### config.mk
export PLATFORM = sky130hd
export DESIGN_NAME = bit_accum_ctrl_flat
export DESIGN_NICKNAME = d
export VERILOG_FILES = /design/src/rtl/bit_accum_ctrl_if.sv /design/src/rtl/bit_accum_ctrl.sv /design/src/flat_wrapper.sv
export SDC_FILE = /design/constraint.sdc
export NUM_CORES = 1
export LEC_CHECK = 0
export BUFFER_PORTS_ARGS = -buffer_cell sky130_fd_sc_hd__buf_4
export CELL_PAD_IN_SITES_DETAIL_PLACEMENT = 0
export CELL_PAD_IN_SITES_GLOBAL_PLACEMENT = 1
export CORE_MARGIN = 5
export CORE_UTILIZATION = 36
export CTS_CLUSTER_DIAMETER = 80
export CTS_CLUSTER_SIZE = 16
export DETAILED_ROUTE_END_ITERATION = 6
export HOLD_SLACK_MARGIN = 0.05
export PLACE_DENSITY = 0.84
export SETUP_SLACK_MARGIN = 0.15
export SLEW_MARGIN = 15
export SYNTH_ARGS = -nofsm -noshare
export SYNTH_HDL_FRONTEND = slang
export SYNTH_SLANG_ARGS = --single-unit
export TNS_END_PERCENT = 20
### constraint.sdc
create_clock -name clk -period 1.7 [get_ports clk]
set_clock_uncertainty 0.05 [all_clocks]
set_input_delay 0 -clock clk [delete_from_list [all_inputs] [get_ports clk]]
set_output_delay 0 -clock clk [all_outputs]
set_load 0.01 [all_outputs]
### src/rtl/bit_accum_ctrl_if.sv
// ---------------------------------------------------------------------------
// bit_accum_ctrl_if
//  Handshake/bus bundle between the SMAC operand streamer, the lane bit
//  register and the bit_accum_ctrl sequencer. Clock and reset are kept as
//  plain ports on the modules that use this bundle.
//
//  master : operand streamer / downstream side (drives start, abort,
//           in_valid, out_ready; observes everything else)
//  slave  : bit_accum_ctrl sequencer
//
//  Signals
//   start      request new operation
//   abort      synchronous cancel of the current operation
//   in_valid   upstream bit-plane beat valid
//   in_ready   sequencer accepts a beat this cycle
//   cl_en      clear strobe to the bit register
//   w_en       write strobe to the bit register
//   bit_idx    plane index of the beat being accepted (MSB = NBITS-1)
//   last_bit   high while bit_idx == 0 during accumulation
//   busy       sequencer not idle
//   out_valid  lane result in the bit register is final
//   out_ready  downstream accepts the result
//   done       one-cycle pulse after the output handshake
//   op_cnt     completed-operation count (wraps)
// ---------------------------------------------------------------------------
interface bit_accum_ctrl_if #(
  parameter int NBITS = 8,
  parameter int CNTW  = 16
);
  localparam int IDXW = (NBITS > 1) ? $clog2(NBITS) : 1;

  logic            start;
  logic            abort;
  logic            in_valid;
  logic            in_ready;
  logic            cl_en;
  logic            w_en;
  logic [IDXW-1:0] bit_idx;
  logic            last_bit;
  logic            busy;
  logic            out_valid;
  logic            out_ready;
  logic            done;
  logic [CNTW-1:0] op_cnt;

  modport master (
    output start, abort, in_valid, out_ready,
    input  in_ready, cl_en, w_en, bit_idx, last_bit, busy, out_valid, done, op_cnt
  );

  modport slave (
    input  start, abort, in_valid, out_ready,
    output in_ready, cl_en, w_en, bit_idx, last_bit, busy, out_valid, done, op_cnt
  );
endinterface

### src/rtl/bit_accum_ctrl.sv
// ---------------------------------------------------------------------------
// bit_accum_ctrl
//  Sequencer for one bit-serial accumulation lane. Clears the lane's bit
//  register, admits NBITS bit-plane beats MSB-first, pulsing the register
//  write enable once per accepted beat, then presents the finished result
//  downstream through a valid/ready handshake.
//
//  Parameters
//   M      bit-adder inputs (lane register width $clog2(M)+1, not used here)
//   NBITS  bit planes per operation, 2..256
//   CNTW   width of the completed-operation counter
//
//  Ports
//   clk  in   clock, all state on the rising edge
//   rst  in   asynchronous active-high reset
//   bus  slave modport of bit_accum_ctrl_if (start/abort/in_valid/out_ready
//        in; in_ready/cl_en/w_en/bit_idx/last_bit/busy/out_valid/done/op_cnt
//        out)
// ---------------------------------------------------------------------------
module bit_accum_ctrl #(
  parameter int M     = 16,
  parameter int NBITS = 8,
  parameter int CNTW  = 16
) (
  input  logic             clk,
  input  logic             rst,
  bit_accum_ctrl_if.slave  bus
);
  localparam int IDXW = (NBITS > 1) ? $clog2(NBITS) : 1;
  localparam logic [IDXW-1:0] IDX_MAX = IDXW'(NBITS - 1);

  // Elaboration-time guard on the parameter ranges.
  generate
    if ((NBITS < 2) || (NBITS > 256) || (M < 1)) begin : g_bad_param
      $error("bit_accum_ctrl: illegal parameters (NBITS must be 2..256, M >= 1)");
    end
  endgenerate

  typedef enum logic [1:0] {
    S_IDLE  = 2'd0,
    S_CLEAR = 2'd1,
    S_ACCUM = 2'd2,
    S_HOLD  = 2'd3
  } state_t;

  state_t          state_reg, state_next;
  logic [IDXW-1:0] bit_idx_reg, bit_idx_next;
  logic [CNTW-1:0] op_cnt_reg, op_cnt_next;
  logic            done_reg, done_next;

  logic in_ready_c;
  logic cl_en_c;
  logic w_en_c;
  logic last_bit_c;
  logic busy_c;
  logic out_valid_c;

  always_ff @(posedge clk or posedge rst) begin
    if (rst) begin
      state_reg   <= S_IDLE;
      bit_idx_reg <= '0;
      op_cnt_reg  <= '0;
      done_reg    <= 1'b0;
    end else begin
      state_reg   <= state_next;
      bit_idx_reg <= bit_idx_next;
      op_cnt_reg  <= op_cnt_next;
      done_reg    <= done_next;
    end
  end

  always_comb begin
    state_next   = state_reg;
    bit_idx_next = bit_idx_reg;
    op_cnt_next  = op_cnt_reg;
    done_next    = 1'b0;
    in_ready_c   = 1'b0;
    cl_en_c      = 1'b0;
    w_en_c       = 1'b0;
    last_bit_c   = 1'b0;
    out_valid_c  = 1'b0;
    busy_c       = (state_reg != S_IDLE);

    case (state_reg)
      S_IDLE: begin
        if (bus.start) begin
          state_next = S_CLEAR;
        end
      end
      S_CLEAR: begin
        cl_en_c      = 1'b1;
        bit_idx_next = IDX_MAX;
        state_next   = S_ACCUM;
      end
      S_ACCUM: begin
        in_ready_c = 1'b1;
        last_bit_c = (bit_idx_reg == '0);
        // Write strobe follows the beat in the same cycle it is presented.
        w_en_c     = bus.in_valid;
        if (bus.in_valid) begin
          if (bit_idx_reg != '0) begin
            bit_idx_next = bit_idx_reg - IDXW'(1);
          end else begin
            state_next = S_HOLD;
          end
        end
      end
      S_HOLD: begin
        out_valid_c = 1'b1;
        if (bus.out_ready) begin
          done_next   = 1'b1;
          op_cnt_next = op_cnt_reg + CNTW'(1);
          // A start on the handshake cycle chains straight into the next clear.
          state_next  = bus.start ? S_CLEAR : S_IDLE;
        end
      end
      default: begin
        state_next = S_IDLE;
      end
    endcase

    // Abort overrides everything outside IDLE: drop back to IDLE, wipe the
    // partial result in the bit register, and suppress any write or completion.
    if (bus.abort && (state_reg != S_IDLE)) begin
      state_next   = S_IDLE;
      bit_idx_next = bit_idx_reg;
      op_cnt_next  = op_cnt_reg;
      done_next    = 1'b0;
      cl_en_c      = 1'b1;
      w_en_c       = 1'b0;
      in_ready_c   = 1'b0;
    end
  end

  assign bus.in_ready  = in_ready_c;
  assign bus.cl_en     = cl_en_c;
  assign bus.w_en      = w_en_c;
  assign bus.bit_idx   = bit_idx_reg;
  assign bus.last_bit  = last_bit_c;
  assign bus.busy      = busy_c;
  assign bus.out_valid = out_valid_c;
  assign bus.done      = done_reg;
  assign bus.op_cnt    = op_cnt_reg;
endmodule
### src/flat_wrapper.sv
// flat-port wrapper written by rule: the top's interface ports become plain ports
module bit_accum_ctrl_flat 
#(
  parameter int M     = 16,
  parameter int NBITS = 8,
  parameter int CNTW  = 16
)
  (clk, rst, bus_start, bus_abort, bus_in_valid, bus_out_ready, bus_in_ready, bus_cl_en, bus_w_en, bus_bit_idx, bus_last_bit, bus_busy, bus_out_valid, bus_done, bus_op_cnt);
  bit_accum_ctrl_if #(.NBITS(NBITS), .CNTW(CNTW)) bus_i ();
  input  logic clk;
  input  logic rst;
  input wire logic [$bits(bus_i.start)-1:0] bus_start;
  input wire logic [$bits(bus_i.abort)-1:0] bus_abort;
  input wire logic [$bits(bus_i.in_valid)-1:0] bus_in_valid;
  input wire logic [$bits(bus_i.out_ready)-1:0] bus_out_ready;
  output wire logic [$bits(bus_i.in_ready)-1:0] bus_in_ready;
  output wire logic [$bits(bus_i.cl_en)-1:0] bus_cl_en;
  output wire logic [$bits(bus_i.w_en)-1:0] bus_w_en;
  output wire logic [$bits(bus_i.bit_idx)-1:0] bus_bit_idx;
  output wire logic [$bits(bus_i.last_bit)-1:0] bus_last_bit;
  output wire logic [$bits(bus_i.busy)-1:0] bus_busy;
  output wire logic [$bits(bus_i.out_valid)-1:0] bus_out_valid;
  output wire logic [$bits(bus_i.done)-1:0] bus_done;
  output wire logic [$bits(bus_i.op_cnt)-1:0] bus_op_cnt;
  assign bus_i.start = bus_start;
  assign bus_i.abort = bus_abort;
  assign bus_i.in_valid = bus_in_valid;
  assign bus_i.out_ready = bus_out_ready;
  assign bus_in_ready = bus_i.in_ready;
  assign bus_cl_en = bus_i.cl_en;
  assign bus_w_en = bus_i.w_en;
  assign bus_bit_idx = bus_i.bit_idx;
  assign bus_last_bit = bus_i.last_bit;
  assign bus_busy = bus_i.busy;
  assign bus_out_valid = bus_i.out_valid;
  assign bus_done = bus_i.done;
  assign bus_op_cnt = bus_i.op_cnt;
  bit_accum_ctrl #(.M(M), .NBITS(NBITS), .CNTW(CNTW)) u_core (.clk(clk), .rst(rst), .bus(bus_i));
endmodule
Yosys cells after proc, flatten, opt, wreduce, memory -nomap -nowiden
Cells that the tools add are included.
{"block": "op_classes", "n_shift": 0, "n_reduce_logical": 9, "n_addsub": 2, "magnitude_cmp": 0, "multipliers": 0, "div": 0, "n_bitwise": 1, "eq_ne": 9, "muxes": 21}
{"cell": "$add A16 B1 Y16 const B", "n": 1}
{"cell": "$mux W1", "n": 12}
{"cell": "$mux W2", "n": 5}
{"cell": "$ne A3 B2 Y1 const B", "n": 3}
{"cell": "$pmux W2 S4", "n": 1}
{"cell": "$reduce_and A4 Y1", "n": 2}
{"cell": "$mux W3", "n": 2}
{"cell": "$pmux W3 S2", "n": 1}
{"cell": "$eq A2 B2 Y1 const B", "n": 2}
{"cell": "$reduce_bool A2 Y1", "n": 2}
{"cell": "$logic_not A3 Y1", "n": 1}
{"cell": "$ne A3 B3 Y1 const B", "n": 1}
{"cell": "$reduce_and A3 Y1", "n": 1}
{"cell": "$reduce_bool A3 Y1", "n": 1}
{"cell": "$sub A3 B1 Y3 const B", "n": 1}
{"cell": "$eq A2 B1 Y1 const B", "n": 1}
{"cell": "$logic_not A2 Y1", "n": 1}
{"cell": "$ne A2 B1 Y1 const B", "n": 1}
{"cell": "$ne A2 B2 Y1 const B", "n": 1}
{"cell": "$logic_and A1 B1 Y1", "n": 1}
{"cell": "$not A1 Y1", "n": 1}
{"block": "totals", "word_cells": 46, "mem_bits_ro": 0, "ff_bits": 22, "memories": 0, "output_inout_bits": 26, "mem_bits_rw": 0, "latchBits": 0, "inputBits": 6}

Logic depth before layout (Yosys ltp)
{"block": "logic_depth", "depth_word": 5, "mapped_depth": 7, "mapped_depth_nobuf": 6}

Least setup slack after synthesis
Ideal clock, no wire load.
{"block": "synth_path", "path_type": "register to register", "start": "register u_core.state_reg[0]", "end": "register u_core.op_cnt_reg[13], in the netlist u_core.bus.op_cnt[13]", "arrival_time_ps": 1534, "setup_slack_ps": -9, "n_path_buf": 1, "stages_incl_launch_ff": 8, "cell_sequence": "dfrtp_1 -> inv_1 -> ha_1 -> nor2b_1 -> buf_6 -> nor4_4 -> nand4_1 -> xnor2_1"}
{"block": "synth_via", "elab_chain_len": 4, "word_cells_on_any_way": 5, "classes_between": "eq/ne (1); bitwise (1); reduce/logical (3)"}
{"element": "start, declared", "line_no": "bit_accum_ctrl.sv:46", "text": "state_t state_reg, state_next;"}
{"element": "start signal, assigned", "line_no": "bit_accum_ctrl.sv:65", "text": "state_reg <= state_next;"}
{"element": "$reduce_bool A2 Y1", "line_no": "bit_accum_ctrl.sv:124", "text": "if (bus.abort && (state_reg != S_IDLE)) begin"}
{"element": "$logic_and A1 B1 Y1", "line_no": "bit_accum_ctrl.sv:124"}
{"element": "$not A1 Y1 (no line)"}
{"element": "$reduce_and A3 Y1 (no line) (*)"}
{"element": "end signal, assigned", "line_no": "bit_accum_ctrl.sv:67", "text": "op_cnt_reg <= op_cnt_next;"}
{"element": "end, declared", "line_no": "bit_accum_ctrl.sv:48", "text": "logic [CNTW-1:0] op_cnt_reg, op_cnt_next;"}
Mark *: on every way between the ends. The rest lies on a longest branch, timed or not.
A chain may end at the register's enable or synchronous reset.

Worst setup path in the final report
{"block": "layout_path", "start": "register u_core.state_reg[1]", "end": "register u_core.op_cnt_reg[9], in the netlist u_core.bus.op_cnt[9]"}
Same word-level chain as after synthesis.

==> summary.txt <==
Outcome
  – Status: finished with violations
  – Failing checks: negative setup slack

Finish
  – Design area: approximately 0.0019 mm^2
  – Share of cells above drive strength 1: 51.8%
  – Nets: ~180
  – Antenna diodes: 0
  – Layout area overhead: 58.1%
  – Largest register FFs: 16

STA
  – Setup repair after global routing missed its margin: true
  – Final Setup Violations: 4
  – Slew margin rel.: 79.3%
  – Worst-Margin Slew: ~310 ps
  – F_max: 575 MHz
  – Worst setup margin: -39.5 ps
  – Sum Neg Setup Slack: -66.0 ps
  – Max-slew violations: 0
  – Final Cycle Share: 102%
  – Final Critical Period: around 1700 ps
  – Final Hold Vio Count: 0

Drt
  – Antenna viol nets, final: 0
  – Initial detailed-routing violation count: 37
  – DR vias/cell: 4.96
  – DR vias: 1032
  – DR WL/cell: ~15 um
  – DRC viols: 0
  – Drt total wl: roughly 3200 um
  – TritonRoute pass-1 iters: 4

Global route
  – Number of global-route vias before repair: 1051
  – Pin count of the biggest net entering global routing: 23
  – Initial antenna violation count: 0
  – GRT Resource Usage Total: approximately 15%
  – Global-route wire length before repair: about 5000 um
  – Overflow after GRT: 0

Power and ir drop
  – Lkg Pwr: just under 0.0009 uW
  – Worst VDD drop: 0.977 mV
  – Total power: around 2400 uW
  – Power Dens Cells: 1290 mW/mm^2

Setup path
  – Cells on worst reg2reg path: 7
  – Crit path to: u_core.bus.op_cnt[9]$_DFFE_PP0P_
  – Capture point of the worst reg-to-reg path: u_core.bus.op_cnt[9]$_DFFE_PP0P_
  – Worst Path Required: between 1500 and 2000 ps
  – Critical path origin: u_core.state_reg[1]$_DFFE_PP0P_
  – Arrival @ worst endpoint: 1890 ps
  – Startpoint types: register
  – R2R Path Start: u_core.state_reg[1]$_DFFE_PP0P_
  – Setup CP Type: reg2reg
  – CP max FO: 5
  – Crit end category: register
  – R2R Setup Slk: -40 ps

Placement
  – Placed Instance Area: 0.00155 mm^2
  – Post-Place Worst Slack: -22.6 ps
  – Dpl hpwl: 2030 um
  – Port Buffers: 31
  – Routability cong.: 0.921

Clock network
  – Clock insertion delay at the later pin of the skew report: 310 ps
  – Bufs on Longest Clock Path: 2
  – CTS tree: yes
  – H-Tree Level Count: 1
  – Num CTS Buffers: 3
  – CTS Sinks: 22
  – Clk root buf: clkbuf_4
  – Reg clk slew, reported paths: 120 ps

Synthesis
  – Synth Area in XOR/XNOR: 11.8%
  – Post-synth ARST share: 100%
  – Mux contribution to synthesized area: 1.79%
  – Dominant cells by area after synthesis: dfrtp_1 (46%), xnor2_1 (9.6%), ha_1 (8.4%)
  – Share of the synthesized area in the top cell type: 46.4%
  – Post-synth top area cell: dfrtp_1
  – Adder-Cell Fraction of Synth Area: 8.43%
  – Synth Area in Compound Gates: 5.48%
  – Largest family of logic cells by synthesized area: simple AND/OR/NAND/NOR gates
  – Synth warnings: 0
  – Netlist cell types: 33
  – Syn Area/Cell: 11.2 um^2
  – Simple-Gate Fraction of Synth Area: a little under a quarter
  – Synth Instances: around 110
  – Post-Syn Nets: 120
  – Number of synthesized flops with an enable pin: 0
  – Mapped cell area: 0.00119 mm^2
  – Primary FF master, synth: dfrtp_1
  – Seq cells post-synth: 22
  – Post-synthesis sequential area ratio: 46.4%

Die
  – Area of the core: around 0.0031 mm^2
  – I/O Pins: 32
  – Initial Utilization: 38.3%
  – Die height: 67.4 um
  – Chip width: between 60 and 70 um
  – FP Rows: 20
  – Die area: between 0.004 and 0.005 mm^2

Min path
  – HP Class: in2reg

Flow run
  – Maxcap violations: 0
## placed cells by master (no fill, tap or decap), types with 2 or more instances in the layout
cell type	instances
and4_1	3
clkbuf_4	3
ha_1	4
nor2_1	3
inv_2	2
nand3b_1	2
ha_4	4
o211ai_1	2
xnor2_1	13
nand4_1	4
nand3_1	2
xor2_1	3
buf_4	46
and3_1	2
buf_6	8
nand3_2	3
nor4_4	2
inv_1	4
dfrtp_1	21
nand2_1	8
## synth_stat cells (2+ instances only)
cell type   n
inv_1       6
ha_1        8
nor4_4      2
and3_1      3
nand3_1     5
nand2_1     9
xnor2_1    13
nor3_1      2
o211ai_1    2
nand2b_1    2
nand3b_1    2
xor2_1      3
dfrtp_1    22
nor2_1      3
nand4_1     4
and4_1      3
## how the worst min path moves through the flow
stage / slack (ps) / start / cells after the start / endpoint
after floorplan: -60 / rst / 1 / u_core.bus.bit_idx[0]$_DFFE_PP0P_
after global placement: 4 / rst / 3 / u_core.bus.bit_idx[1]$_DFFE_PP0P_
after detailed placement: 10 / rst / 3 / u_core.bus.op_cnt[13]$_DFFE_PP0P_
after CTS: 70 / bus_abort / 5 / u_core.bus.bit_idx[2]$_DFFE_PP0P_
after global routing: 100 / bus_out_ready / 5 / u_core.bus.op_cnt[14]$_DFFE_PP0P_
final: 100 / bus_out_ready / 5 / u_core.bus.op_cnt[14]$_DFFE_PP0P_
## kinds of logic (layout without fill, tap and decap cells)
| kind of cell | after synthesis | after routing |
|---|---|---|
| simple gates | 42 | 42 |
| mux | 2 | 2 |
| buf+inv | 7 | 65 |
| xor+xnor | 16 | 16 |
| flops | 22 | 22 |
| fa+ha+maj | 8 | 8 |
| compound gates | 9 | 9 |
## cell type report
cell class                      count  area, um^2
Tap cell                           44        55.1
Multi-Input combinational cell     77         766
Inverter                            6        22.5
Sequential cell                    22         552
Fill cell                         267        1230
Clock buffer                        4        36.3
Timing Repair Buffer               55         445
## layer usage
layer  vias up  part of all wire (%)  GRT usage, %
met5         -                     0             0
met1       491                    39          18.3
met3        11                   5.9          3.49
li1        490                     -             -
met2        40                    53          25.5
met4         0                   3.0          4.56
## report_power, final
part	total (uW)	leakage (uW)	internal, uW	switching [uW]
logic	1420	0.000587	760	660
registers	716	0.000284	612	105
clock network	285	0.0000210	131	154
total	2420	0.000891	1500	919
## per-stage QoR
step / utilization, % / hold slack (ps) / std cells
2_1_floorplan: - / -60.8 / 106
5_1_grt: 60.5 / 96.3 / 208
3_3_place_gp: 50.0 / 3.65 / 189
6_report: 60.5 / 99.8 / 208
3_5_place_dp: 50.0 / 13.8 / 189
4_1_cts: 57.2 / 67.7 / 206
## worst max-delay path: stages, from the launching register on
cell and delay (ps):
dfrtp_1 430, buf_4 160, ha_4 160, nand2_4 80
nor4_4 350, buf_4 180, nand3_2 80, xnor2_1 140
## repair_timing
| action | 4_1_cts | 5_1_grt |
|---|---|---|
| buffers inserted | 12 | 2 |
| endpoints found under the hold margin | 22 | 0 |
| pin swaps | 9 | 10 |
| gates resized for setup | 17 | 16 |
| setup endpoints to repair | 22 | 23 |
| hold buffers | 1 | 0 |
Power figures use the tool's default switching activity.
